==> src/rtl/div_stream_if.sv <==
// Handshake bundle between a producer/consumer and div_stream_interface.
// The master side writes operand words and observes results; the slave side
// is the divider block itself.
interface div_stream_if #(
  parameter int DATA_W  = 8,
  parameter int FIFO_AW = 4
);
  logic                  write_req;
  logic [2*DATA_W-1:0]   fifo_write_data;
  logic                  full_out;
  logic [FIFO_AW:0]      level;
  logic                  full_in;
  logic                  done_sig;
  logic [2*DATA_W-1:0]   product;
  logic                  div_zero;

  modport master (
    output write_req, fifo_write_data, full_in,
    input  full_out, level, done_sig, product, div_zero
  );

  modport slave (
    input  write_req, fifo_write_data, full_in,
    output full_out, level, done_sig, product, div_zero
  );
endinterface

==> src/rtl/div_stream_interface.sv <==
// FIFO-fed sequential restoring divider.
// Operand words {dividend, divisor} queue in an internal FIFO; each word is
// divided MSB-first, one quotient bit per cycle, and {quotient, remainder}
// is handed downstream with a one-cycle done_sig write-enable pulse that
// waits for the downstream full_in to clear.
module div_stream_interface #(
  parameter int DATA_W     = 8,
  parameter int FIFO_DEPTH = 16,
  parameter int FIFO_AW    = 4
) (
  input  logic          clk,
  input  logic          rst,
  div_stream_if.slave   bus
);

  localparam int CNT_W = (DATA_W > 2) ? $clog2(DATA_W) : 1;
  localparam logic [CNT_W-1:0]   LAST_STEP = CNT_W'(DATA_W - 1);
  localparam logic [FIFO_AW:0]   DEPTH_L   = (FIFO_AW + 1)'(FIFO_DEPTH);

  typedef enum logic [1:0] {
    IDLE = 2'd0,
    LOAD = 2'd1,
    CALC = 2'd2,
    OUT  = 2'd3
  } state_t;

  state_t                state_r, state_s;

  logic [2*DATA_W-1:0]   mem_r [FIFO_DEPTH];
  logic [FIFO_AW-1:0]    wr_ptr_r, rd_ptr_r;
  logic [FIFO_AW:0]      level_r;
  logic [2*DATA_W-1:0]   rd_data_r;
  logic                  full_s, empty_s, wr_en_s, rd_en_s;

  // quo_r starts as the dividend; its MSB feeds the remainder each step while
  // the new quotient bit enters at the LSB, so after DATA_W steps it holds q.
  logic [DATA_W-1:0]     dsr_r, quo_r;
  logic [DATA_W:0]       rem_r;
  logic [CNT_W-1:0]      cnt_r;
  logic                  dz_r;

  logic [DATA_W:0]       rem_shift_s, rem_next_s, dsr_ext_s;
  logic                  ge_s;
  logic                  emit_s;

  logic                  done_r, div_zero_r;
  logic [2*DATA_W-1:0]   product_r;

  assign full_s  = (level_r == DEPTH_L);
  assign empty_s = (level_r == {(FIFO_AW+1){1'b0}});
  assign wr_en_s = bus.write_req && !full_s;
  assign rd_en_s = (state_r == IDLE) && !empty_s;

  // One restoring step: shift in the next dividend bit, subtract if it fits.
  always_comb begin
    dsr_ext_s   = {1'b0, dsr_r};
    rem_shift_s = (rem_r << 1) | {{DATA_W{1'b0}}, quo_r[DATA_W-1]};
    ge_s        = (rem_shift_s >= dsr_ext_s);
    if (ge_s) begin
      rem_next_s = rem_shift_s - dsr_ext_s;
    end else begin
      rem_next_s = rem_shift_s;
    end
  end

  // FIFO storage; contents need no reset because level gates every read.
  always_ff @(posedge clk) begin
    if (wr_en_s) begin
      mem_r[wr_ptr_r] <= bus.fifo_write_data;
    end
  end

  // FIFO pointers, occupancy and registered read data.
  always_ff @(posedge clk or posedge rst) begin
    if (rst) begin
      wr_ptr_r  <= {FIFO_AW{1'b0}};
      rd_ptr_r  <= {FIFO_AW{1'b0}};
      level_r   <= {(FIFO_AW+1){1'b0}};
      rd_data_r <= {(2*DATA_W){1'b0}};
    end else begin
      if (wr_en_s) begin
        wr_ptr_r <= wr_ptr_r + FIFO_AW'(1);
      end
      if (rd_en_s) begin
        rd_ptr_r  <= rd_ptr_r + FIFO_AW'(1);
        rd_data_r <= mem_r[rd_ptr_r];
      end
      case ({wr_en_s, rd_en_s})
        2'b10:   level_r <= level_r + (FIFO_AW+1)'(1);
        2'b01:   level_r <= level_r - (FIFO_AW+1)'(1);
        default: level_r <= level_r;
      endcase
    end
  end

  // FSM state register.
  always_ff @(posedge clk or posedge rst) begin
    if (rst) begin
      state_r <= IDLE;
    end else begin
      state_r <= state_s;
    end
  end

  // FSM next-state and result-emit decode.
  always_comb begin
    state_s = state_r;
    emit_s  = 1'b0;
    case (state_r)
      IDLE: begin
        if (!empty_s) begin
          state_s = LOAD;
        end else begin
          state_s = IDLE;
        end
      end
      LOAD: begin
        if (rd_data_r[DATA_W-1:0] == {DATA_W{1'b0}}) begin
          state_s = OUT;
        end else begin
          state_s = CALC;
        end
      end
      CALC: begin
        if (cnt_r == LAST_STEP) begin
          state_s = OUT;
        end else begin
          state_s = CALC;
        end
      end
      OUT: begin
        if (!bus.full_in) begin
          emit_s  = 1'b1;
          state_s = IDLE;
        end else begin
          state_s = OUT;
        end
      end
      default: begin
        state_s = IDLE;
      end
    endcase
  end

  // Divider datapath: operand latch in LOAD, one restoring step per CALC cycle.
  always_ff @(posedge clk or posedge rst) begin
    if (rst) begin
      dsr_r <= {DATA_W{1'b0}};
      quo_r <= {DATA_W{1'b0}};
      rem_r <= {(DATA_W+1){1'b0}};
      cnt_r <= {CNT_W{1'b0}};
      dz_r  <= 1'b0;
    end else begin
      case (state_r)
        LOAD: begin
          dsr_r <= rd_data_r[DATA_W-1:0];
          cnt_r <= {CNT_W{1'b0}};
          if (rd_data_r[DATA_W-1:0] == {DATA_W{1'b0}}) begin
            quo_r <= {DATA_W{1'b1}};
            rem_r <= {1'b0, rd_data_r[2*DATA_W-1:DATA_W]};
            dz_r  <= 1'b1;
          end else begin
            quo_r <= rd_data_r[2*DATA_W-1:DATA_W];
            rem_r <= {(DATA_W+1){1'b0}};
            dz_r  <= 1'b0;
          end
        end
        CALC: begin
          rem_r <= rem_next_s;
          quo_r <= {quo_r[DATA_W-2:0], ge_s};
          cnt_r <= cnt_r + CNT_W'(1);
        end
        default: begin
          cnt_r <= cnt_r;
        end
      endcase
    end
  end

  // Registered outputs: results update only on the done edge and then hold.
  always_ff @(posedge clk or posedge rst) begin
    if (rst) begin
      done_r     <= 1'b0;
      product_r  <= {(2*DATA_W){1'b0}};
      div_zero_r <= 1'b0;
    end else begin
      done_r <= emit_s;
      if (emit_s) begin
        product_r  <= {quo_r, rem_r[DATA_W-1:0]};
        div_zero_r <= dz_r;
      end
    end
  end

  assign bus.full_out = full_s;
  assign bus.level    = level_r;
  assign bus.done_sig = done_r;
  assign bus.product  = product_r;
  assign bus.div_zero = div_zero_r;

endmodule
==> src/flat_wrapper.sv <==
// flat-port wrapper written by rule: the top's interface ports become plain ports
module div_stream_interface_flat 
#(
  parameter int DATA_W     = 8,
  parameter int FIFO_DEPTH = 16,
  parameter int FIFO_AW    = 4
)
  (clk, rst, bus_write_req, bus_fifo_write_data, bus_full_in, bus_full_out, bus_level, bus_done_sig, bus_product, bus_div_zero);
  div_stream_if #(.DATA_W(DATA_W), .FIFO_AW(FIFO_AW)) bus_i ();
  input  logic clk;
  input  logic rst;
  input wire logic [$bits(bus_i.write_req)-1:0] bus_write_req;
  input wire logic [$bits(bus_i.fifo_write_data)-1:0] bus_fifo_write_data;
  input wire logic [$bits(bus_i.full_in)-1:0] bus_full_in;
  output wire logic [$bits(bus_i.full_out)-1:0] bus_full_out;
  output wire logic [$bits(bus_i.level)-1:0] bus_level;
  output wire logic [$bits(bus_i.done_sig)-1:0] bus_done_sig;
  output wire logic [$bits(bus_i.product)-1:0] bus_product;
  output wire logic [$bits(bus_i.div_zero)-1:0] bus_div_zero;
  assign bus_i.write_req = bus_write_req;
  assign bus_i.fifo_write_data = bus_fifo_write_data;
  assign bus_i.full_in = bus_full_in;
  assign bus_full_out = bus_i.full_out;
  assign bus_level = bus_i.level;
  assign bus_done_sig = bus_i.done_sig;
  assign bus_product = bus_i.product;
  assign bus_div_zero = bus_i.div_zero;
  div_stream_interface #(.DATA_W(DATA_W), .FIFO_DEPTH(FIFO_DEPTH), .FIFO_AW(FIFO_AW)) u_core (.clk(clk), .rst(rst), .bus(bus_i));
endmodule
==> config.mk <==
export PLATFORM = sky130hd
export DESIGN_NAME = div_stream_interface_flat
export DESIGN_NICKNAME = d
export VERILOG_FILES = /design/src/rtl/div_stream_if.sv /design/src/rtl/div_stream_interface.sv /design/src/flat_wrapper.sv
export SDC_FILE = /design/constraint.sdc
export NUM_CORES = 1
export LEC_CHECK = 0
export BUFFER_PORTS_ARGS = -buffer_cell sky130_fd_sc_hd__buf_2
export CAP_MARGIN = 15
export CORE_ASPECT_RATIO = 1.5
export CORE_MARGIN = 2
export CORE_UTILIZATION = 50
export DETAILED_ROUTE_END_ITERATION = 10
export HOLD_SLACK_MARGIN = 0.02
export PLACE_DENSITY = 0.66
export SLEW_MARGIN = 5
export SYNTH_ARGS = -nofsm -noshare
export SYNTH_HDL_FRONTEND = slang
export SYNTH_SLANG_ARGS = --single-unit
export TNS_END_PERCENT = 20
==> constraint.sdc <==
create_clock -name clk -period 8.5 [get_ports clk]
set_clock_uncertainty 0.15 [all_clocks]
set_input_delay 0.85 -clock clk [delete_from_list [all_inputs] [get_ports clk]]
set_output_delay 0.85 -clock clk [all_outputs]
set_load 0.02 [all_outputs]
==> out/results.ini, run 1 <==
[status]
status = complete, no violations

[clocking]
cts.repair.resized = 0
clock_sinks = 333
clk_path_buf_depth = 3
cts_tree = built
cts_root_buf = clkbuf_16
post_cts_buffers = 0
clk_pin_slew_ps = 60
htreeDepth = 1
numCtsBuffers = 30
insertion_delay_ps = 560
postCtsHoldBufs = 0

[cells_and_area]
nNetsFinal = 879
post-route-cell-area_sq_um = 15200
syn_to_final_growth_pct = 11.9
drive_gt1_share_pct = 24.7
n_fill_cell = 1983
stdcell_count = 1196
diodes = 0

[global_route]
antenna_found_initial = 0
met1_usage_pct = 23.6
grtUsageTotal_pct = 19.8
grt_first_pass_wirelength_mm = 43.1
grt_pass1_vias = 7453
grt_start_max_net_pins = 78
use_met3_pct = 2.84
grtUsageMet2_pct = 36.2
gr-total-overflow = 0
top_usage_layer = met2

[sta]
fmaxAchievable_mhz = 271
max-slew-margin-rel_pct = 32.4
min_period_ps = 3690
hold_viol_final = 0
rsz0062_at_grt = no
tns_ps = 0
finalSetupViolCount = 0
timing.final.crit_share_pct = 43.4
worst_slew_pin_slew_ps = 1010
finalMaxSlewViolations = 0

[placed_design]
dp_cells = 1140
hpwl_mm = 17.3
place_congestion = 0.807
port-buffer-count = 43
dpl_cell_area_sq_um = 14200

[detailed_routing]
dr.pass1.iters = 4
routed_via_density = 5.91
wirelength_mm = 27.6
drcViolationCount = 0
initialDrtViolationCount = 606
ant_nets = 0
vias = 7068
routed_wire_length_per_instance_um = 23.1

[worst_setup_path]
cp.required_ps = 8780
r2r_cells = 11
critPathArrivalTime_ps = 3980
startpoint_type = register
cp_max_fo = 36
critPathKind = reg -> reg
cp-end-kind = register

[floorplanning]
initial_core_util_pct = 51.0
die-width_um = 138
rows = 73
core_area_sq_um = 26600
die_area_sq_um = 28500
io_pins = 44
dieHeight_um = 206

[logic_synthesis]
synth_area_sq_um = 13600
avgSynthCellArea_sq_um = 17.4
ys_seq_area_share_pct = 71.0
synth-edff-count = 256
synth.most_common_cell = edfxtp_1
ys_warn_count = 0
synthTopCellsByArea = edfxtp_1, dfrtp_1, mux4_2, mux2_2, ha_1
synth.distinct_cells = 48
synth_seq_cells = 333
synth_area_leader_cell = edfxtp_1
synth.top_cells.by_count = edfxtp_1, dfrtp_1, mux4_2
syn_nets = 825
synth_ff_type = edfxtp_1
synth_async_sr_flop_share_pct = 23.1
syn_inst = 781
synth_top_area_share_pct = 56.7

[pwr]
power.density_nw_per_um2 = 367
p_total_mw = 5.56
max-vdd-ir-drop_uv = 247
leakage_nw = 5.38

[worst_hold_path]
holdCritPathClass = reg -> reg
hold_path_depth = 2

[job]
drv_cap = 0

[sequential cells by signal (all words and copies together) (netlist names)]
name and count:
u_core.bus.level 5, u_core.bus.div_zero 1, u_core.dz_r 1, u_core.rd_data_r 16, u_core.rd_ptr_r 4, u_core.cnt_r 3, u_core.mem_r 256, u_core.dsr_r 8
u_core.quo_r 8, u_core.wr_ptr_r 4, u_core.bus.done_sig 1, u_core.bus.product 16, u_core.state_r 2, u_core.rem_r 8
[cells in the final DEF, fill, tap and decap left out, drive strengths merged, types with 4 or more instances in the layout]
| cell type | count |
|---|---|
| o21a | 7 |
| mux2i | 18 |
| clkinvlp | 4 |
| xor2 | 5 |
| nor2 | 23 |
| nand2 | 49 |
| mux2 | 27 |
| clkinv | 13 |
| nor2b | 4 |
| o221ai | 8 |
| mux4 | 64 |
| ha | 23 |
| edfxtp | 256 |
| a221o | 16 |
| nor3 | 25 |
| dfrtp | 77 |
| inv | 29 |
| clkbuf | 38 |
| o21ai | 48 |
| buf | 64 |
| a21oi | 17 |
| xnor2 | 8 |
[cell type report]
cell class                 instances  area [sq um]  share of cell area [%]
clock inverter                    18           175                    1.16
timing repair buffer              64           373                    2.46
multi-input combinational        375          3650                    24.1
inverter                          31           118                   0.776
sequential                       333          9620                    63.5
clock buffer                      38           802                    5.29
tap                              337           422                    2.78
[metrics by stage]
step	worst slack, ps	util (%)	hold WS [ps]
global placement	5030	53.4	308
global route	4570	57.0	348
CTS	4830	57.0	329
floorplan	5390	-	307
finish	4810	57.0	322
detailed placement	4850	53.4	315
[cells by family (layout without fill, tap and decap cells)]
| group | count (synthesis) | count (layout) | share of synthesized area [%] |
|---|---|---|---|
| AOI/OAI and AO/OA | 113 | 113 | 5.61 |
| xor gates and xnor gates | 13 | 13 | 0.840 |
| adders and majority gates | 24 | 24 | 2.27 |
| buffers and inverters | 73 | 151 | 2.25 |
| DFF | 333 | 333 | 71.0 |
| muxes | 109 | 109 | 14.2 |
| and+or+nand+nor | 116 | 116 | 3.86 |
[report_power, final]
group / total [mW] / internal [mW] / switching [mW]
logic: 1.93 / 0.857 / 1.07
registers: 2.29 / 2.07 / 0.229
clock network: 1.33 / 0.760 / 0.575
total: 5.56 / 3.68 / 1.87
[metal layers]
metal | up-vias | part of all wire (%)
met5 | - | 0
met4 | 0 | 3.8
met3 | 71 | 4.6
met2 | 198 | 54
met1 | 3632 | 38
li1 | 3167 | -
[critical path, stage by stage, from the launching register on]
cell and delay, ps:
dfrtp_1 490, or4_4 570, o21ai_4 740, inv_2 160, ha_1 360, xor2_1 180
ha_1 230, o211ai_1 200, a21oi_1 110, a21oi_1 150, nor2_1 70, xor2_1 150
[final timing paths]
path / startpoint / to / slack [ps]
max: u_core.bus.level[1]$_DFFE_PP0P_ / u_core.bus.level[4]$_DFFE_PP0P_ / 4810
min: u_core.bus.product[13]$_DFFE_PP0P_ / u_core.bus.product[13]$_DFFE_PP0P_ / 320
max reg2reg: u_core.bus.level[1]$_DFFE_PP0P_ / u_core.bus.level[4]$_DFFE_PP0P_ / 4810
min reg2reg: u_core.bus.product[13]$_DFFE_PP0P_ / u_core.bus.product[13]$_DFFE_PP0P_ / 320
max in group asynchronous: rst / u_core.rd_ptr_r[0]$_DFFE_PP0P_ / 7050
min in group asynchronous: rst / u_core.bus.level[4]$_DFFE_PP0P_ / 420
(Power assumes the default switching activity.)
==> run 2, diff against run 1 <==
--- a/config.mk
+++ b/config.mk
@@ -12,7 +12,7 @@
 export CORE_UTILIZATION = 50
 export DETAILED_ROUTE_END_ITERATION = 10
 export HOLD_SLACK_MARGIN = 0.02
-export PLACE_DENSITY = 0.66
+export PLACE_DENSITY = 0.69
 export SLEW_MARGIN = 5
 export SYNTH_ARGS = -nofsm -noshare
 export SYNTH_HDL_FRONTEND = slang
==> constraint.sdc (replaced) <==
create_clock -name clk -period 3.3 [get_ports clk]
set_clock_uncertainty 0.15 [all_clocks]
set_input_delay 0.33 -clock clk [delete_from_list [all_inputs] [get_ports clk]]
set_output_delay 0.33 -clock clk [all_outputs]
set_load 0.02 [all_outputs]
==> run 2 against run 1 <==
Compared with the run above: power rose to 2.6 times the previous value; via count rose by 2.1%; die area did not move.
==> out/results.ini, run 2 (synthesized netlist as in run 1, its figures left out) <==
[detailed_routing]
ant_nets = 0
wirelength_mm = 27.9
dr.pass1.iters = 7
routed_wire_length_per_instance_um = 22.8
initialDrtViolationCount = 495
routed_via_density = 5.89
vias = 7218
drcViolationCount = 0

[global_route]
grt_start_max_net_pins = 60
grtUsageTotal_pct = 20.0
grt_pass1_vias = 7619
gr-total-overflow = 0
grt_first_pass_wirelength_mm = 43.3
antenna_found_initial = 0

[sta]
finalMaxSlewViolations = 0
hold_viol_final = 0
worst_slew_pin_slew_ps = 873
tns_ps = 0
timing.final.crit_share_pct = 88.7
fmaxAchievable_mhz = 342
setup_slack_ps = 373
rsz0062_at_grt = no
whs_ps = 23.6
min_period_ps = 2930
max-slew-margin-rel_pct = 41.8
finalSetupViolCount = 0

[pwr]
power.density_nw_per_um2 = 938
max-vdd-ir-drop_uv = 631
leakage_nw = 5.54

[worst_hold_path]
holdCritPathClass = in -> reg

[cells_and_area]
drive_gt1_share_pct = 25.6
syn_to_final_growth_pct = 14.3
stdcell_count = 1226
diodes = 0
final_common_cell = edfxtp_1
post-route-cell-area_sq_um = 15500
n_fill_cell = 1927
nNetsFinal = 909
top_register = u_core.mem_r
final_cell_mix = edfxtp_1, dfrtp_1, mux4_2
largest_register_ffs = 256

[clocking]
htreeDepth = 1
cts_tree = built
insertion_delay_ps = 570
clock_sinks = 333
clk_pin_slew_ps = 70
clk_path_buf_depth = 3
cts_root_buf = clkbuf_16
numCtsBuffers = 30

[worst_setup_path]
cp.required_ps = 3590
cp_max_fo = 9
cp-end-kind = register
startpoint_type = register
critPathKind = reg -> reg
critPathArrivalTime_ps = 3210

[placed_design]
dpl_cell_area_sq_um = 14300
dp_cells = 1152
port-buffer-count = 43
dp_slack_ps = 389
place_congestion = 0.841
hpwl_mm = 18.2

[status]
status = complete, no violations

[floorplanning]
dieHeight_um = 206
die-width_um = 138
rows = 73
initial_core_util_pct = 51.0
io_pins = 44
die_area_sq_um = 28500
core_area_sq_um = 26600

[job]
drv_cap = 0

## run 2: cell types whose count changed in the layout (fill, tap and decap cells not counted)
cell and change:
dlygate4sd3_1 +17, buf_4 +9, buf_12 +4, clkbuf_1 -3
clkinv_2 +1, inv_6 +1, inv_8 +1
## run 2: what timing repair did
item                      4_1_cts  5_1_grt
hold endpoints to repair      299        0
setup buffers                   0        0
hold buffers                   17        0
gates resized for setup         0        0
## run 2: where the power goes
| part | switching, mW | leakage (nW) | total [mW] | internal, mW |
|---|---|---|---|---|
| Sequential | 0.659 | 3.27 | 5.98 | 5.32 |
| Clock | 1.51 | 0.478 | 3.47 | 1.96 |
| Combinational | 2.75 | 1.79 | 5.08 | 2.33 |
## run 2: cell type report
cell class                      count  area [sq um]  share of cell area, %
Clock inverter                     21           200                   1.29
Tap cell                          337           422                   2.72
Inverter                           31           118                  0.759
Sequential cell                   333          9620                   62.1
Clock buffer                       35           791                   5.10
Timing Repair Buffer               94           691                   4.46
Multi-Input combinational cell    375          3650                   23.6
## run 2: path summary, 6_finish.rpt
| check | depth (start not counted) | end | slack (ps) | start |
|---|---|---|---|---|
| setup / recovery | 13 | u_core.bus.level[4]$_DFFE_PP0P_ | 370 | u_core.bus.level[1]$_DFFE_PP0P_ |
| hold / removal | 1 | u_core.mem_r[10][1]$_DFFE_PP_ | 20 | bus_fifo_write_data[1] |
| setup reg to reg | 13 | u_core.bus.level[4]$_DFFE_PP0P_ | 370 | u_core.bus.level[1]$_DFFE_PP0P_ |
| hold reg to reg | 2 | u_core.bus.product[15]$_DFFE_PP0P_ | 320 | u_core.bus.product[15]$_DFFE_PP0P_ |
| max in group asynchronous | 4 | u_core.rem_r[0]$_DFFE_PP0P_ | 2150 | rst |
| min in group asynchronous | 3 | u_core.rd_data_r[1]$_DFFE_PP0P_ | 200 | rst |
## run 2: critical path, stage by stage, from the launching register on
cell	delay, ps
dfrtp_1	470
nor4_1	330
nand2_1	100
and2_1	270
inv_1	120
ha_1	340
xor2_1	200
ha_1	220
inv_1	50
o21ai_0	130
a21oi_1	80
a21oi_1	150
nor2_1	70
xor2_1	140
## run 2: metrics by stage
step | total power [mW] | util [%]
3_5_place_dp | 11.1 | 53.8
5_1_grt | 15.3 | 58.3
2_1_floorplan | 9.60 | -
6_report | 14.5 | 58.3
4_1_cts | 14.7 | 58.2
3_3_place_gp | 10.9 | 53.8
## run 2: routing by layer
layer / wire length, um / track usage, %
met1: 10400 / 22.9
met2: 15100 / 37.1
met4: 1130 / 9.84
met5: 0 / 0
met3: 1280 / 2.61
